$ cat config.mk
export PLATFORM = sky130hd
export DESIGN_NAME = deck_shuffler
export DESIGN_NICKNAME = d
export VERILOG_FILES = /design/src/rtl/deck_shuffler.sv
export SDC_FILE = /design/constraint.sdc
export NUM_CORES = 1
export LEC_CHECK = 0
export BUFFER_PORTS_ARGS = -buffer_cell sky130_fd_sc_hd__buf_2
export CORE_MARGIN = 5
export CORE_UTILIZATION = 30
export CTS_CLUSTER_DIAMETER = 100
export DETAILED_ROUTE_END_ITERATION = 8
export GPL_TIMING_DRIVEN = 0
export HOLD_SLACK_MARGIN = 0.15
export PLACE_DENSITY = 0.52
export SLEW_MARGIN = 15
export SYNTH_ARGS = -nofsm -noshare
export SYNTH_HDL_FRONTEND = slang
export SYNTH_SLANG_ARGS = --single-unit
export TNS_END_PERCENT = 30
$ cat constraint.sdc
create_clock -name clk -period 5.77 [get_ports clk]
set_input_delay 0.2885 -clock clk [delete_from_list [all_inputs] [get_ports clk]]
set_output_delay 0.2885 -clock clk [all_outputs]
set_load 0.005 [all_outputs]
$ cat src/rtl/deck_shuffler.sv
// 52-card deck source: fills a card store, Fisher-Yates shuffles it with a 6-bit LFSR,
// then deals cards one per request with their blackjack value.
module deck_shuffler #(
    parameter int unsigned NUM_CARDS    = 52,
    parameter logic [5:0]  DEFAULT_SEED = 6'd20
) (
    input  logic       clk,
    input  logic       reset,
    input  logic [5:0] seed,
    input  logic       seed_load,
    input  logic       shuffle_start,
    output logic       busy,
    output logic       deck_ready,
    input  logic       deal_req,
    output logic       deal_valid,
    output logic [5:0] card,
    output logic [3:0] card_value,
    output logic [5:0] cards_left,
    output logic       deck_empty
);

    localparam logic [5:0] NumCards = 6'(NUM_CARDS);
    localparam logic [5:0] LastIdx  = 6'(NUM_CARDS - 1);

    typedef enum logic [1:0] {StIdle, StInit, StShuf, StReady} state_e;

    state_e     state_q, state_d;
    logic [5:0] deck_q [NUM_CARDS];
    logic [5:0] idx_q, idx_d;
    logic [5:0] ptr_q, ptr_d;
    logic [5:0] lfsr_q, lfsr_d;
    logic [5:0] card_q, card_d;
    logic [3:0] value_q, value_d;
    logic       valid_q, valid_d;
    logic [5:0] cand;
    logic       accept;

    function automatic logic [3:0] card_val(input logic [5:0] c);
        logic [5:0] rank;
        rank = c % 6'd13;
        return (rank >= 6'd9) ? 4'd10 : (rank[3:0] + 4'd1);
    endfunction

    // Candidate swap partner; values above the current index are rejected.
    assign cand   = lfsr_q - 6'd1;
    assign accept = (cand <= idx_q);

    always_ff @(posedge clk) begin
        if (!reset) begin
            state_q <= StIdle;
            idx_q   <= 6'd0;
            ptr_q   <= NumCards;
            lfsr_q  <= DEFAULT_SEED;
            card_q  <= 6'd0;
            value_q <= 4'd0;
            valid_q <= 1'b0;
        end else begin
            state_q <= state_d;
            idx_q   <= idx_d;
            ptr_q   <= ptr_d;
            lfsr_q  <= lfsr_d;
            card_q  <= card_d;
            value_q <= value_d;
            valid_q <= valid_d;
        end
    end

    // Card store has no reset; its contents are rebuilt by INIT before any use.
    always_ff @(posedge clk) begin
        if (reset && !shuffle_start) begin
            if (state_q == StInit) begin
                deck_q[idx_q] <= idx_q;
            end else if (state_q == StShuf && accept) begin
                deck_q[idx_q] <= deck_q[cand];
                deck_q[cand]  <= deck_q[idx_q];
            end
        end
    end

    always_comb begin
        state_d = state_q;
        idx_d   = idx_q;
        ptr_d   = ptr_q;
        lfsr_d  = lfsr_q;
        card_d  = card_q;
        value_d = value_q;
        valid_d = 1'b0;

        if (seed_load && !busy) begin
            lfsr_d = (seed == 6'd0) ? 6'd1 : seed;
        end else if (state_q == StShuf) begin
            lfsr_d = {lfsr_q[4:0], lfsr_q[5] ^ lfsr_q[4]};
        end

        unique case (state_q)
            StIdle: ;
            StInit: begin
                idx_d = idx_q + 6'd1;
                if (idx_q == LastIdx) begin
                    state_d = StShuf;
                    idx_d   = LastIdx;
                end
            end
            StShuf: begin
                if (accept) begin
                    if (idx_q == 6'd1) begin
                        state_d = StReady;
                        ptr_d   = 6'd0;
                    end else begin
                        idx_d = idx_q - 6'd1;
                    end
                end
            end
            StReady: begin
                if (deal_req && ptr_q < NumCards) begin
                    valid_d = 1'b1;
                    card_d  = deck_q[ptr_q];
                    value_d = card_val(deck_q[ptr_q]);
                    ptr_d   = ptr_q + 6'd1;
                end
            end
            default: state_d = StIdle;
        endcase

        if (shuffle_start) begin
            state_d = StInit;
            idx_d   = 6'd0;
            ptr_d   = NumCards;
            valid_d = 1'b0;
            card_d  = card_q;
            value_d = value_q;
        end
    end

    always_comb begin
        busy       = (state_q == StInit) || (state_q == StShuf);
        deck_ready = (state_q == StReady);
        deal_valid = valid_q;
        card       = card_q;
        card_value = value_q;
        cards_left = NumCards - ptr_q;
        deck_empty = (ptr_q == NumCards);
    end

endmodule

After elaboration in Yosys (flattened, before gate mapping)
Memory sizes are Yosys's and may differ from the RTL's. A register that Yosys moved wholly into a read port is not among the register bits.
Index checks and enable logic that the tools add are counted.
- memories: 1
- memory bits (writable): 312
- flip-flop bits (word level): 31
- logic and storage cells: 87
- memories (name ; depth ; bits a word ; rd ports ; clocked after memory_dff ; wr ports ; RTL line ; source):
    deck_q ; 52 ; 6 ; 3 ; 2 ; 2 ; 28 ; logic [5:0] deck_q [NUM_CARDS];
- reduce and logical (&&, ||, !) cells: 19
- muxes and demuxes: 30
- magnitude comparators: 3
- bitwise operators: 5
- div/mod/pow operators: 1
- $add $sub $neg: 6
- equal/unequal tests: 14
- operators with widths (cell ; number):
    $mux W6 ; 14
    $pmux W6 S2 ; 2
    $add A6 B1 Y6 const B ; 2
    $eq A6 B6 Y1 const B ; 2
    $reduce_and A4 Y1 ; 3
    $sub A6 B1 Y6 const B ; 2
    $mux W1 ; 9
    $eq A6 B1 Y1 const B ; 1
    $ge A6 B4 Y1 const B ; 1
    $le A6 B6 Y1 ; 1
    $logic_not A6 Y1 ; 1
    $lt A6 B6 Y1 const B ; 1
    $mod A6 B4 Y6 const B ; 1
    $mux W2 ; 3
    $ne A2 B1 Y1 const B ; 3
    $ne A3 B2 Y1 const B ; 2
    $reduce_and A3 Y1 ; 2
    $reduce_bool A2 Y1 ; 3
    $sub A6 B6 Y6 const A ; 1
    $add A4 B1 Y4 const B ; 1
    $eq A2 B2 Y1 const B ; 2
    $logic_and A1 B1 Y1 ; 4
    $mux W4 ; 1
    $ne A2 B2 Y1 const B ; 2
    other kinds (11) ; 14

Depth between registers and ports, before layout
- word-level depth: 8
- depth in mapped cells: 18

Least setup slack after synthesis
Ideal clock, no wire load.
- path kind: register -> register
- from: register lfsr_q[0]
- to: memory deck_q[48][5], data pin
- data arrival time: 4.342 ns
- buffers on the path: 3
- path slack: 1.168 ns
- cell stages (with the launch flop): 17
- data required time: 5.510 ns
- cell sequence: dfxtp_1 -> buf_1 -> inv_1 -> ha_1 -> nor3b_1 -> xnor2_1 -> inv_1 -> ha_1 -> a21o_1 -> a211oi_1 -> o21ai_0 -> nor3_1 -> clkbuf_1 -> nand2_1 -> clkbuf_1 -> nor2_1 -> mux2_2
- RTL lines (what ; RTL line ; source):
    start, declared ; 31 ; logic [5:0] lfsr_q, lfsr_d;
    start signal, assigned ; 61 ; lfsr_q <= lfsr_d;
    end, declared ; 28 ;

==> metrics.md <==
| Metric | Value |
|---|---|
| Peak fanout along the critical path | 12 |
| Placed cell count | 2898 |
| Post-place setup slack | -2480 ps |
| Count of flip-flops with a built-in enable after synthesis | 312 |
| Setup repair after global routing missed its margin | no |
| Area of the mapped netlist | 23400 um^2 |
| Final Critical Period | 5780 ps |
| Detailed-route vias per instance | 6.62 |
| Total grt overflow | 0 |
| Critical path's slowest cell | sky130_fd_sc_hd__clkbuf_2 |
| Root Buffer Master | sky130_fd_sc_hd__clkbuf_16 |
| Fraction of the cycle the final worst path needs | 100% |
| Transition time at the pin with the least slew margin | 1340 ps |
| Total Nets Final | 1943 |
| Syn Nets | 1838 |
| Initial antenna violation count | 3 |
| Count of input and output buffers | 30 |
| End point of the worst hold path | lfsr_q[0] |
| Fin area | 27400 um^2 |
| Count of routing violations after the opening detailed-route iteration | 3305 |
| Via count of the first global-routing pass | 19200 |
| Number of library cell types mapped by synthesis | 96 |
| Sw Pwr | 1.94 mW |
| Int Power | 4.59 mW |
| Flop-to-flop setup slack | -10 ps |
| P per Cell Area | 238 nW/um^2 |
| Sw Ratio | 29.7% |
| Worst path required time | 6210 ps |
| Die span in x | 289 um |
| Buffers from clock root to sink, at most | 3 |
| Class of the worst hold path | primary input to register |
| Clock Latency Late Sink | 620 ps |
| Starting utilization of the core area | 30.2% |
| Floorplan row count | 102 |
| Top Ports | 31 |
| Routed wirelength normalized by instance count | 39.0 um |
| Portion of total power attributed to sequential cells | 42.7% |
| Total global routing track utilization | 27.1% |
| Buffers plus inverters on the worst setup path | 9 |
| Remaining design rule violation count | 0 |
| Area growth, synth to finish | 17.1% |
| Critical Path, Cell by Cell | clkbuf_4 -> inv_1 -> ha_1 -> clkbuf_2 -> nand2_1 -> nor2_2 -> buf_8 -> clkbuf_1 -> buf_6 -> clkbuf_2 -> a221oi_1 -> a31oi_1 -> nor2_1 -> nand4_1 -> o21ai_2 -> buf_8 -> clkbuf_2 -> mux2i_1 |
| Clock tree from TritonCTS | built |
| Layout cell share with drive strength beyond 1 | 29.1% |
| Per-instance average area after synthesis | 12.9 um^2 |
| Share of synthesized flip-flops with an asynchronous set or reset | 0% |
| Failing checks | negative setup slack |
| Beginning of the worst hold path | seed_load |
| Maximum number of pins on one net before global-route repair | 16 |
| Final WS setup | -10.2 ps |
| Most used flip-flop cell after synthesis | sky130_fd_sc_hd__edfxtp_1 |
| Max Clock Skew | 27.9 ps |
| Fraction of the yosys area taken by sequential cells | 43.7% |
| Core box area | 77500 um^2 |
| Die Span Y | 289 um |
| Fraction of power consumed by the clock network | 41.6% |
| Power share of the combinational group | 15.7% |
| TritonCTS Buffers | 44 |
| Final cell utilization of the core | 35.4% |
| Count of non-filler cells in the finished layout | 2991 |
| Sink Count | 355 |
| Antenna Violating Nets Remaining | 0 |
| CTS clk-pin slew, worst paths | 60 ps |
| Number of warnings reported in the yosys synthesis log | 0 |
| Setup TNS | -43.0 ps |
| Setup Crit Path Kind | register to register |
| Max_cap viols | 0 |
| RR Endpoint | deck_q[44][1] |
| CP arrival | 6220 ps |
| Maximum VDD drop | 0.202 mV |
| Outcome | finished, violations left |
| Last weighted congestion value of the routability-driven placer | 1.05 |
| DR pass1 iterations | 9 |
| Final wirelength | 117000 um |
| Beginning of the worst register-to-register path | lfsr_q[0] |
| Max-slew headroom | 10.7% |
| Wire length of the first global-routing pass | 158000 um |
| Area of the die | 83700 um^2 |
| Depth of the worst register-to-register path | 18 |
| Worst Setup End Kind | register |
| Most repeated library cell on the critical path | sky130_fd_sc_hd__clkbuf_2 |
| Via total after detailed routing | 19800 |
| H-tree lvl count | 2 |
| Crit-path leading delay family | buffers and inverters |
| Cell leakage power | 8.25 nW |
| Largest stage delay, worst path | 550 ps |
| Dpl hpwl | 86000 um |
| Endpoints failing setup | 7 |
| Maximum operating frequency | 173 MHz |
| Number of standard cells after synthesis | 1810 |
| Number of cells on the worst hold path | 4 |
| Post-placement cell area | 25200 um^2 |
| Flip-flop and latch count after synthesis | 355 |
| Fill cell total of the finished layout | 7562 |
| Final max-slew violation count | 0 |
| Final Hold Fails | 0 |
| Critical path startpoint category | register |
## power groups by stage
stage,Combinational (mW),Clock [mW],Sequential [mW]
final,1.02,2.72,2.79
after global routing,1.03,2.85,2.79
after CTS,0.955,2.75,2.79
after detailed placement,0.915,0,2.84
after global placement,0.881,0,2.84
after floorplan,0.482,0,2.84
## registers in the layout, indices dropped and copies added, names as in the netlist, named ones only
name,flops
deck_q,312
idx_q,6
state_q,2
ptr_q,6
card,6
deal_valid,1
card_value,4
lfsr_q,6
## metrics by stage
step / power (mW) / hold WS (ps)
global route: 6.66 / 362
detailed placement: 3.76 / 465
finish: 6.53 / 284
CTS: 6.49 / 248
global placement: 3.72 / 459
floorplan: 3.32 / 350
## area by class of cell
type	instances	area [um^2]	share of cell area, %
Multi-Input combinational cell	1240	12800	46.8
Sequential cell	355	10200	37.3
Tap cell	1040	1300	4.75
Clock buffer	50	1120	4.10
Buffer	179	1000	3.67
Timing Repair Buffer	63	524	1.91
Clock inverter	29	270	0.986
Inverter	32	121	0.443
Antenna cell	3	7.51	0.0274
## metal layers
| layer | global-route usage, % | wire length [um] | up-vias |
|---|---|---|---|
| li1 | - | - | 7635 |
| met1 | 34.4 | 43800 | 10000 |
| met2 | 40.3 | 49700 | 1665 |
| met3 | 9.90 | 14700 | 459 |
| met4 | 14.5 | 8210 | 6 |
| met5 | 0 | 146 | - |
## worst max path at each step
stage,startpoint,cells past startpoint,endpoint
2_1_floorplan,lfsr_q[0],16,deck_q[48][5]
3_3_place_gp,lfsr_q[0],15,deck_q[42][1]
3_5_place_dp,lfsr_q[0],16,deck_q[40][5]
4_1_cts,lfsr_q[0],16,deck_q[30][5]
5_1_grt,lfsr_q[0],17,deck_q[47][5]
6_report,lfsr_q[0],18,deck_q[44][1]
## worst reg2reg max path, stage by stage (launching register included)
cell and delay (ps):
sky130_fd_sc_hd__dfxtp_2 470, sky130_fd_sc_hd__clkbuf_4 340, sky130_fd_sc_hd__inv_1 100, sky130_fd_sc_hd__ha_1 310
sky130_fd_sc_hd__clkbuf_2 350, sky130_fd_sc_hd__nand2_1 220, sky130_fd_sc_hd__nor2_2 490, sky130_fd_sc_hd__buf_8 230
sky130_fd_sc_hd__clkbuf_1 390, sky130_fd_sc_hd__buf_6 280, sky130_fd_sc_hd__clkbuf_2 550, sky130_fd_sc_hd__a221oi_1 200
sky130_fd_sc_hd__a31oi_1 450, sky130_fd_sc_hd__nor2_1 180, sky130_fd_sc_hd__nand4_1 150, sky130_fd_sc_hd__o21ai_2 200
sky130_fd_sc_hd__buf_8 240, sky130_fd_sc_hd__clkbuf_2 280, sky130_fd_sc_hd__mux2i_1 190
## kinds of logic (layout without fill, tap and decap cells)
family                     count (synthesis)  in the layout  synth area share (%)
xor gates and xnor gates                  10             10                 0.374
DFF                                      355            355                  43.7
other                                      0              3                     0
and+or+nand+nor                          299            299                  5.86
AOI/OAI and AO/OA                        380            380                  12.4
muxes                                    533            533                  32.5
buffers and inverters                    215            353                  4.18
adders and majority gates                 18             18                 0.951
## synthesized netlist by cell type, types with 27 or more instances
cell / n / area (um^2)
sky130_fd_sc_hd__nand2_1: 67 / 251
sky130_fd_sc_hd__buf_1: 30 / 113
sky130_fd_sc_hd__inv_1: 27 / 101
sky130_fd_sc_hd__a22o_1: 39 / 342
sky130_fd_sc_hd__mux4_2: 171 / 3850
sky130_fd_sc_hd__edfxtp_1: 312 / 9370
sky130_fd_sc_hd__a221oi_1: 38 / 333
sky130_fd_sc_hd__nor2_1: 122 / 458
sky130_fd_sc_hd__mux2_2: 62 / 698
sky130_fd_sc_hd__clkbuf_1: 123 / 462
sky130_fd_sc_hd__o22ai_1: 53 / 332
sky130_fd_sc_hd__a31oi_1: 37 / 231
sky130_fd_sc_hd__a22oi_1: 75 / 563
sky130_fd_sc_hd__nand3_1: 31 / 155
sky130_fd_sc_hd__dfxtp_1: 43 / 861
sky130_fd_sc_hd__mux2i_1: 296 / 2960
## cell usage in the layout (no fill, tap or decap), types with 11 or more instances in the layout
master,count
sky130_fd_sc_hd__edfxtp_1,312
sky130_fd_sc_hd__clkbuf_2,31
sky130_fd_sc_hd__mux2i_1,294
sky130_fd_sc_hd__ha_1,17
sky130_fd_sc_hd__nand3_1,31
sky130_fd_sc_hd__dfxtp_1,41
sky130_fd_sc_hd__a22o_1,39
sky130_fd_sc_hd__buf_4,14
sky130_fd_sc_hd__nor2_1,84
sky130_fd_sc_hd__clkbuf_1,92
sky130_fd_sc_hd__a31oi_1,34
sky130_fd_sc_hd__buf_2,38
sky130_fd_sc_hd__nand4_1,13
sky130_fd_sc_hd__nand2_1,67
sky130_fd_sc_hd__o22ai_1,16
sky130_fd_sc_hd__o21ai_0,18
sky130_fd_sc_hd__clkbuf_16,44
sky130_fd_sc_hd__a211oi_1,15
sky130_fd_sc_hd__nor2_2,23
sky130_fd_sc_hd__a22oi_1,75
sky130_fd_sc_hd__a221oi_1,38
sky130_fd_sc_hd__buf_6,18
sky130_fd_sc_hd__o22ai_2,36
sky130_fd_sc_hd__mux4_2,171
sky130_fd_sc_hd__nor3_1,17
sky130_fd_sc_hd__nor2_4,16
sky130_fd_sc_hd__a21oi_1,23
sky130_fd_sc_hd__mux2_2,62
sky130_fd_sc_hd__buf_1,13
sky130_fd_sc_hd__inv_1,27
sky130_fd_sc_hd__dlygate4sd3_1,11
## what timing repair did
item	in CTS	in global routing
gates cloned	0	0
buffers inserted	1	2
endpoints found under the setup margin	628	558
hold buffers	11	0
resized for setup	131	53
endpoints found under the hold margin	14	0
pin swaps	1	5
Note: power is estimated with default switching activity, not from simulation.
